===== src/rtl/pa_core_xreg_wbctrl.sv =====
// Write-back controller: round-robin arbitration of N requesters onto the single
// register-file write port, plus a busy scoreboard that stalls issue on RAW/WAW.
module pa_core_xreg_wbctrl #(
  parameter int REQ_NUM = 3,
  parameter int DATA_W  = 32,
  parameter int ADDR_W  = 5
) (
  input  logic                        clk_i,
  input  logic                        rst_i,
  input  logic                        iss_vld_i,
  input  logic                        iss_rd_vld_i,
  input  logic [ADDR_W-1:0]           iss_rd_i,
  input  logic [ADDR_W-1:0]           iss_rs1_i,
  input  logic [ADDR_W-1:0]           iss_rs2_i,
  output logic                        iss_stall_o,
  input  logic [REQ_NUM-1:0]          req_vld_i,
  input  logic [REQ_NUM*ADDR_W-1:0]   req_addr_i,
  input  logic [REQ_NUM*DATA_W-1:0]   req_data_i,
  output logic [REQ_NUM-1:0]          req_rdy_o,
  output logic [ADDR_W-1:0]           reg_waddr_o,
  output logic                        reg_waddr_vld_o,
  output logic [DATA_W-1:0]           reg_wdata_o,
  output logic [31:0]                 busy_o
);

  localparam int IDX_W = (REQ_NUM > 2) ? 2 : 1;

  logic [IDX_W-1:0]  last_q, last_d;
  logic [31:0]       busy_q, busy_d;
  logic              wvld_q, wvld_d;
  logic [ADDR_W-1:0] waddr_q, waddr_d;
  logic [DATA_W-1:0] wdata_q, wdata_d;

  logic [REQ_NUM-1:0] gnt;
  logic               gnt_any;
  logic [IDX_W-1:0]   gnt_idx;
  logic [ADDR_W-1:0]  gnt_addr;
  logic [DATA_W-1:0]  gnt_data;
  logic               iss_fire;

  function automatic logic [IDX_W-1:0] rr_idx(input logic [IDX_W-1:0] base, input int k);
    int s;
    s = int'(base) + k;
    if (s >= REQ_NUM) s = s - REQ_NUM;
    return s[IDX_W-1:0];
  endfunction

  // Search starts one past the last winner and wraps, so every requester is
  // reached within REQ_NUM grants.
  always_comb begin
    // NOTE: every combinational output gets a default first so no path infers a latch.
    gnt     = '0;
    gnt_any = 1'b0;
    gnt_idx = last_q;
    for (int k = 1; k <= REQ_NUM; k++) begin
      if (!gnt_any && req_vld_i[rr_idx(last_q, k)]) begin
        gnt_any = 1'b1;
        gnt_idx = rr_idx(last_q, k);
      end
    end
    if (gnt_any) gnt[gnt_idx] = 1'b1;
    gnt_addr = req_addr_i[gnt_idx*ADDR_W +: ADDR_W];
    gnt_data = req_data_i[gnt_idx*DATA_W +: DATA_W];
  end

  assign iss_stall_o = iss_vld_i & (busy_q[iss_rs1_i] | busy_q[iss_rs2_i] |
                                    (iss_rd_vld_i & busy_q[iss_rd_i]));
  assign iss_fire    = iss_vld_i & iss_rd_vld_i & ~iss_stall_o & (iss_rd_i != '0);

  always_comb begin
    last_d  = gnt_any ? gnt_idx : last_q;
    wvld_d  = gnt_any & (gnt_addr != '0);
    waddr_d = wvld_d ? gnt_addr : waddr_q;
    wdata_d = wvld_d ? gnt_data : wdata_q;
    busy_d  = busy_q;
    if (iss_fire) busy_d[iss_rd_i] = 1'b1;
    // Clear at grant: the register file writes through to same-cycle reads, so the
    // consumer may issue while the registered write is on the port. Clear wins a tie.
    if (gnt_any)  busy_d[gnt_addr] = 1'b0;
    busy_d[0] = 1'b0;
  end

  always_ff @(posedge clk_i or posedge rst_i) begin
    if (rst_i) begin
      // NOTE: sequential state uses non-blocking assignments only.
      last_q  <= IDX_W'(REQ_NUM - 1);
      busy_q  <= '0;
      wvld_q  <= 1'b0;
      waddr_q <= '0;
      wdata_q <= '0;
    end else begin
      last_q  <= last_d;
      busy_q  <= busy_d;
      wvld_q  <= wvld_d;
      waddr_q <= waddr_d;
      wdata_q <= wdata_d;
    end
  end

  assign req_rdy_o       = gnt;
  assign reg_waddr_vld_o = wvld_q;
  assign reg_waddr_o     = waddr_q;
  assign reg_wdata_o     = wdata_q;
  assign busy_o          = busy_q;

endmodule

===== config.mk =====
export PLATFORM = sky130hd
export DESIGN_NAME = pa_core_xreg_wbctrl
export DESIGN_NICKNAME = d
export VERILOG_FILES = /design/src/rtl/pa_core_xreg_wbctrl.sv
export SDC_FILE = /design/constraint.sdc
export NUM_CORES = 1
export LEC_CHECK = 0
export BUFFER_PORTS_ARGS = -buffer_cell sky130_fd_sc_hd__clkbuf_2
export CORE_MARGIN = 2
export CORE_UTILIZATION = 50
export DETAILED_ROUTE_END_ITERATION = 6
export GPL_TIMING_DRIVEN = 0
export PLACE_DENSITY_LB_ADDON = 0.1
export REMOVE_ABC_BUFFERS = 1
export SLEW_MARGIN = 20
export SYNTH_ARGS = -nofsm -noshare
export SYNTH_HDL_FRONTEND = slang
export SYNTH_SLANG_ARGS = --single-unit

===== constraint.sdc =====
create_clock -name clk_i -period 8.11 [get_ports clk_i]
set_clock_uncertainty 0.05 [all_clocks]
set_input_delay 0.811 -clock clk_i [delete_from_list [all_inputs] [get_ports clk_i]]
set_output_delay 0.811 -clock clk_i [all_outputs]
set_load 0.005 [all_outputs]

-- Word-level counts from Yosys, hierarchy flattened
Index checks and enable logic that the tools add are counted.
- add/sub/neg operators: 6
- multipliers: 1
- $lt $le $gt $ge: 14
- shift operators: 2
- mux-type cells: 30
- bitwise operators: 12
- reductions and logical operators: 9
- operator list (cell ; number):
    $shiftx 96x8->32 ; 1
    $mux 32 ; 2
    $and 32x32->32 ; 1
    $not 32->32 ; 1
    $or 32x32->32 ; 1
    $lt 5x6->1 const B ; 4
    $bmux 1 s5 ; 3
    $shiftx 15x6->5 ; 1
    $lt 2x3->1 const B ; 4
    $mux 1 ; 12
    $mux 2 ; 6
    $demux 1 s5 ; 2
    $ge 5x1->1 const B ; 2
    $reduce_bool 5->1 ; 2
    $ge 3x2->1 const B ; 3
    $add 2x2->3 const B ; 2
    $and 1x1->1 ; 6
    $bmux 1 s2 ; 3
    $sub 2x2->2 const B ; 3
    $logic_and 1x1->1 ; 5
    $mul 2x3->5 const B ; 1
    $add 2x1->3 const B ; 1
    $mux 3 ; 1
    $demux 1 s2 ; 1
    other kinds (4) ; 6
- bits in registers: 71

-- Longest topological paths before layout
- word-level depth: 21
- mapped depth: 12
- mapped depth without buffers: 9

-- Worst setup path before layout
No wires, ideal clock.
- kind: reg2out
- start point: register last_q[1]
- end point: output port req_rdy_o[0]
- arrival: 2479 ps
- data required time: 7249 ps
- path slack: 4770 ps
- stages on the path, launching flop included: 9
- path buffers: 2
- path through: dfstp_2 -> inv_1 -> ha_1 -> nor3b_1 -> a211oi_2 -> o21ai_1 -> buf_2 -> buf_1 -> nor3b_1
- word-level cells in the longest chain between the ends: 17
- elaborated cells between the ends (all ways): 34
- RTL lines (what ; line ; RTL):
    start: declaration ; 28 ; logic [IDX_W-1:0] last_q, last_d;
    start signal: assignment ; 86 ; last_q <= IDX_W'(REQ_NUM - 1);
    start signal: assignment ; 92 ; last_q <= last_d;
    $add 2x1->3 ; 43 ; s = int'(base) + k;
    $ge 3x2->1 / $sub 2x2->2 (equally long branches) ; 44 ; if (s >= REQ_NUM) s = s - REQ_NUM;
    $mux 2 ; 44 ;
    $bmux 1 s2 ; 56 ; if (!gnt_any && req_vld_i[rr_idx(last_q, k)]) begin
    $mux 1 (not written as such) ; 56 ;
    $mux 1 ; 56 ;
    $logic_not 1->1 ; 56 ;
    $logic_and 1x1->1 ; 56 ;
    $mux 1 ; 56 ;
    $logic_not 1->1 ; 56 ;
    $logic_and 1x1->1 ; 56 ;
    $mux 2 ; 56 ;
    $lt 2x3->1 (not written as such) / $ge 2x1->1 (equally long branches) ; 61 ; if (gnt_any) gnt[gnt_idx] = 1'b1;
    $logic_and 1x1->1 (not written as such) ; 61 ;
    $mux 1 (not written as such) ; 61 ;
    $demux 1 s2 ; 61 ;
    $mux 3 * ; 61 ;
    end: declaration ; 19 ; output logic [REQ_NUM-1:0] req_rdy_o,
Every way passes the cells marked *; elsewhere a longest branch is shown, timed or not. The select of a mux whose other input is x is not followed.

-- Worst setup path in the final report
- start point: register last_q[1]
- end point: register wdata_q[29], in the netlist reg_wdata_o[29]
- word-level cells in the longest chain between the ends: 16
- elaborated cells between the ends (all ways): 33
- RTL lines (what ; line ; RTL):
    $add 2x1->3 ; 43 ;
    $ge 3x2->1 / $sub 2x2->2 (equally long branches) ; 44 ;
    $mux 2 ; 44 ;
    $bmux 1 s2 ; 56 ;
    $mux 1 (not written as such) ; 56 ;
    $mux 1 ; 56 ;
    $logic_not 1->1 ; 56 ;
    $logic_and 1x1->1 ; 56 ;
    $mux 1 ; 56 ;
    $logic_not 1->1 ; 56 ;
    $logic_and 1x1->1 ; 56 ;
    $mux 2 ; 56 ;
    $mul 2x3->5 ; 62 ; gnt_addr = req_addr_i[gnt_idx*ADDR_W +: ADDR_W];
    $shiftx 15x6->5 ; 62 ;
    $reduce_bool 5->1 ; 72 ; wvld_d = gnt_any & (gnt_addr != '0);
    $and 1x1->1 ; 72 ;
    end signal: assignment ; 96 ; wdata_q <= wdata_d;
    end: declaration ; 32 ; logic [DATA_W-1:0] wdata_q, wdata_d;
Parallel ways exist; a longest one is shown, timed or not. The select of a mux whose other input is x is not followed.
A chain may end at the register's enable or synchronous reset.

==> impl_results.html <==
<table>
<tr><th>Metric</th><th>Value</th></tr>
<tr><th colspan="2">GRT</th></tr>
<tr><td>Number of global-route vias before repair</td><td>4627</td></tr>
<tr><td>Number of antenna violations at the first check in global routing</td><td>0</td></tr>
<tr><td>Wire length of the first global-routing pass</td><td>about 24000 um</td></tr>
<tr><td>Grt ovf</td><td>0</td></tr>
<tr><td>Largest net degree at the start of global routing</td><td>between 40 and 50</td></tr>
<tr><td>Global-route total usage across every layer</td><td>27.5%</td></tr>
<tr><th colspan="2">Power</th></tr>
<tr><td>Final Total Pwr</td><td>approximately 2.8 mW</td></tr>
<tr><td>Total power divided by cell area</td><td>441 mW/mm^2</td></tr>
<tr><td>Leakage power</td><td>a little over 3 nW</td></tr>
<tr><td>Max VDD drop</td><td>between 0.0003 and 0.0004 V</td></tr>
<tr><th colspan="2">Detailed routing</th></tr>
<tr><td>Post-route antenna net violation count</td><td>0</td></tr>
<tr><td>Wire per inst</td><td>18.7 um</td></tr>
<tr><td>Detailed-route via count</td><td>approximately 4700</td></tr>
<tr><td>Starting DRC count in detailed routing</td><td>around 250</td></tr>
<tr><td>DRC</td><td>0</td></tr>
<tr><td>DRT Pass-1 Iters</td><td>4</td></tr>
<tr><td>Drt total wl</td><td>about 15000 um</td></tr>
<tr><td>Routed vias/inst</td><td>between 5 and 6</td></tr>
<tr><th colspan="2">Critical path</th></tr>
<tr><td>Arrival time of data at the critical path endpoint</td><td>approximately 4400 ps</td></tr>
<tr><td>Kind of critical path</td><td>register to register</td></tr>
<tr><td>Delay of the slowest critical-path stage</td><td>between 500 and 600 ps</td></tr>
<tr><td>Sort of element at the end of the critical path</td><td>register</td></tr>
<tr><td>Chain of cells forming the critical path</td><td>inv_1, ha_1, nor3b_1, a211oi_2, o21ai_4, buf_16, buf_16, mux2i_1, a2bb2oi_2, a41oi_4, buf_8, buf_8, mux2_1</td></tr>
<tr><td>Crit path buffers/inverters</td><td>5</td></tr>
<tr><td>Cell type group with the largest total delay on the critical path</td><td>compound AO/OA/AOI/OAI gates</td></tr>
<tr><td>Worst-path cell with the longest stage delay</td><td>dfstp_2</td></tr>
<tr><td>CP Data Required Time</td><td>between 8000 and 9000 ps</td></tr>
<tr><td>Startpoint class of the critical path</td><td>register</td></tr>
<tr><td>Critical path peak fanout</td><td>20</td></tr>
<tr><th colspan="2">Placed design</th></tr>
<tr><td>Total of buffers placed on input and output ports</td><td>205</td></tr>
<tr><td>Hpwl dp</td><td>approximately 11000 um</td></tr>
<tr><td>Routability Congestion</td><td>between 0.8 and 0.9</td></tr>
<tr><td>Placed cell count</td><td>about 780</td></tr>
<tr><td>Placed cell areas</td><td>between 0.006 and 0.007 mm^2</td></tr>
<tr><th colspan="2">STA</th></tr>
<tr><td>Count of pins over their slew limit</td><td>0</td></tr>
<tr><td>Setup TNS</td><td>0 ps</td></tr>
<tr><td>Unrepaired setup endpoints after global routing</td><td>false</td></tr>
<tr><td>Final cycle utilization of the critical path</td><td>~53%</td></tr>
<tr><td>Max_slew headroom</td><td>between 40% and 50%</td></tr>
<tr><td>Slew at the pin with the worst max-slew slack</td><td>slightly above 800 ps</td></tr>
<tr><td>Final hold violation count</td><td>0</td></tr>
<tr><td>Final critical-path required period</td><td>about 4300 ps</td></tr>
<tr><td>Maximum clock frequency</td><td>roughly 0.23 GHz</td></tr>
<tr><td>Total of endpoints with negative setup slack in the final report</td><td>0</td></tr>
<tr><th colspan="2">Clocking</th></tr>
<tr><td>Total of cells resized after clock tree synthesis</td><td>0</td></tr>
<tr><td>Number of post-CTS setup repair buffers</td><td>0</td></tr>
<tr><td>Worst-Skew Late Latency</td><td>about 340 ps</td></tr>
<tr><td>Clock transition at the register clock pins on the worst setup and hold paths after CTS</td><td>80 ps</td></tr>
<tr><td>Clock Path Buffers</td><td>2</td></tr>
<tr><td>Post-CTS Hold Fix Bufs</td><td>0</td></tr>
<tr><td>Total number of clock tree sinks</td><td>around 70</td></tr>
<tr><td>Clk root buf</td><td>clkbuf_8</td></tr>
<tr><td>H-tree levels</td><td>3</td></tr>
<tr><td>Number of clock buffers inserted by TritonCTS</td><td>9</td></tr>
<tr><td>CTS tree</td><td>done</td></tr>
<tr><th colspan="2">Synth</th></tr>
<tr><td>Portion of the post-synthesis area used by sequential elements</td><td>a little over a third</td></tr>
<tr><td>Summed instance area of the synthesized netlist</td><td>0.00504 mm^2</td></tr>
<tr><td>Per-instance average area after synthesis</td><td>10.6 um^2</td></tr>
<tr><td>Ys async rst share</td><td>100%</td></tr>
<tr><td>Flops &amp; latches, synth</td><td>71</td></tr>
<tr><td>Number of synthesized flops with an enable pin</td><td>0</td></tr>
<tr><td>Number of distinct library cells after synthesis</td><td>55</td></tr>
<tr><td>Yosys warning count</td><td>0</td></tr>
<tr><td>Number of standard cells after synthesis</td><td>475</td></tr>
<tr><td>Top flip-flop cell by instance count after synthesis</td><td>dfrtp_1</td></tr>
<tr><th colspan="2">Floorplanning</th></tr>
<tr><td>Total core area</td><td>between 0.009 and 0.01 mm^2</td></tr>
<tr><td>DIE HEIGHT</td><td>between 100 and 150 um</td></tr>
<tr><td>Row Count</td><td>36</td></tr>
<tr><td>Initial Util</td><td>a little over 50%</td></tr>
<tr><td>Die outline area</td><td>about 0.011 mm^2</td></tr>
<tr><td>Top-Level Pins</td><td>207</td></tr>
<tr><td>Die outline width</td><td>~100 um</td></tr>
<tr><th colspan="2">Job</th></tr>
<tr><td>Maxcap violations</td><td>0</td></tr>
<tr><th colspan="2">Final layout</th></tr>
<tr><td>Layout Utilization</td><td>between 60% and 70%</td></tr>
<tr><td>Fraction of final layout cells with drive strength greater than 1</td><td>41.1%</td></tr>
<tr><td>Final instance area</td><td>about 0.0064 mm^2</td></tr>
<tr><td>Diodes inserted</td><td>0</td></tr>
<tr><td>Final net count</td><td>between 700 and 800</td></tr>
<tr><td>Growth of design area from synthesis to finish</td><td>26.9%</td></tr>
<tr><td>Final Instance Count excl. Fillers</td><td>roughly 800</td></tr>
<tr><th colspan="2">Status</th></tr>
<tr><td>Run status</td><td>finished, final reports clean</td></tr>
<tr><th colspan="2">Hold path</th></tr>
<tr><td>Path type of the worst min-delay path</td><td>input pin to asynchronous set/reset pin</td></tr>
</table>
-- cells in the mapped netlist (4+ instances only) --
library cell	instances	area (um^2)
dfrtp_1	70	1750
mux2i_1	64	641
nand2_1	39	146
o21ai_0	36	180
o22a_1	31	272
mux2_1	29	327
nor3_1	27	135
clkbuf_1	17	63.8
mux4_2	15	338
inv_1	11	41.3
buf_2	9	45.0
mux2_2	8	90.1
buf_6	7	78.8
nand2b_1	7	43.8
nand3_1	7	35.0
nand3b_1	7	52.6
o22ai_1	7	43.8
or3_1	7	43.8
nor4_2	6	75.1
buf_1	5	18.8
o2bb2ai_1	5	43.8
ha_1	4	50.1
nor2_1	4	15.0
-- state kept, by name, indices dropped and copies added (netlist names) --
name	flops
last_q	2
reg_waddr_vld_o	1
busy_o	31
reg_waddr_o	5
reg_wdata_o	32
-- cells by family after synthesis --
family          count (synthesis)  synth area share [%]
mux                           119                  28.8
simple gates                  123                  13.8
other cells                     1                0.0744
fa+ha+maj                       4                 0.993
compound gates                107                  16.0
flops                          71                  35.3
buf+inv                        50                  5.07
-- routing by layer --
metal | share of wire [%] | global-route usage [%]
met2 | 49 | 45.6
met3 | 8.1 | 6.70
met5 | 0 | 0
met1 | 41 | 35.9
met4 | 2.0 | 7.82
-- metrics by stage --
stage | setup WS, ps | hold slack, ps
after global placement | 672 | 420
after floorplan | 2080 | 433
after CTS | 3840 | 424
after global routing | 3660 | 444
after detailed placement | 3850 | 428
final | 3830 | 421
-- cell usage in the layout, fill, tap and decap left out, types with 2 or more instances in the layout --
cell type,n
or3_1,6
o22a_1,31
a2bb2oi_2,2
mux2_2,8
nand3_1,7
bufinv_16,2
o21ai_0,36
a21boi_0,2
clkbuf_8,10
a31oi_1,3
mux4_2,15
o2bb2ai_1,5
o22ai_1,7
buf_8,2
a2bb2oi_1,3
dfrtp_1,70
nor2_1,4
buf_16,2
inv_1,10
or2_2,2
nor4_2,6
buf_6,2
nor4_1,3
nand2_1,38
or4bb_1,2
o21bai_1,2
nor3b_1,3
ha_1,4
a211oi_1,3
nand3b_1,7
mux2_1,29
nor2b_1,2
or3b_2,2
nand2b_1,7
clkbuf_2,205
nor3_1,27
mux2i_1,64
or3b_1,2
a21oi_1,2
-- worst paths after layout --
kind | from | endpoint | slack [ps] | cells past startpoint
max | last_q[1] | reg_wdata_o[29] | 3830 | 13
min | rst_i | busy_o[26] | 420 | 2
max reg2reg | last_q[1] | reg_wdata_o[29] | 3830 | 13
min reg2reg | reg_wdata_o[6] | reg_wdata_o[6] | 440 | 1
max in group asynchronous | rst_i | reg_wdata_o[25] | 7040 | 3
min in group clk_i | reg_wdata_o[6] | reg_wdata_o[6] | 440 | 1
-- where the power goes --
part / internal, mW / switching [mW]
Clock: 0.182 / 0.136
Sequential: 0.531 / 0.143
Combinational: 0.884 / 0.943
Total: 1.60 / 1.22
-- layout make-up --
cell class	count	area (um^2)
Fill cell	863	3380
Sequential cell	71	1780
Clock inverter	5	81.3
Multi-Input combinational cell	354	3030
Timing Repair Buffer	212	1150
Tap cell	133	166
Clock buffer	11	141
Inverter	11	43.8
(Power assumes the default switching activity.)
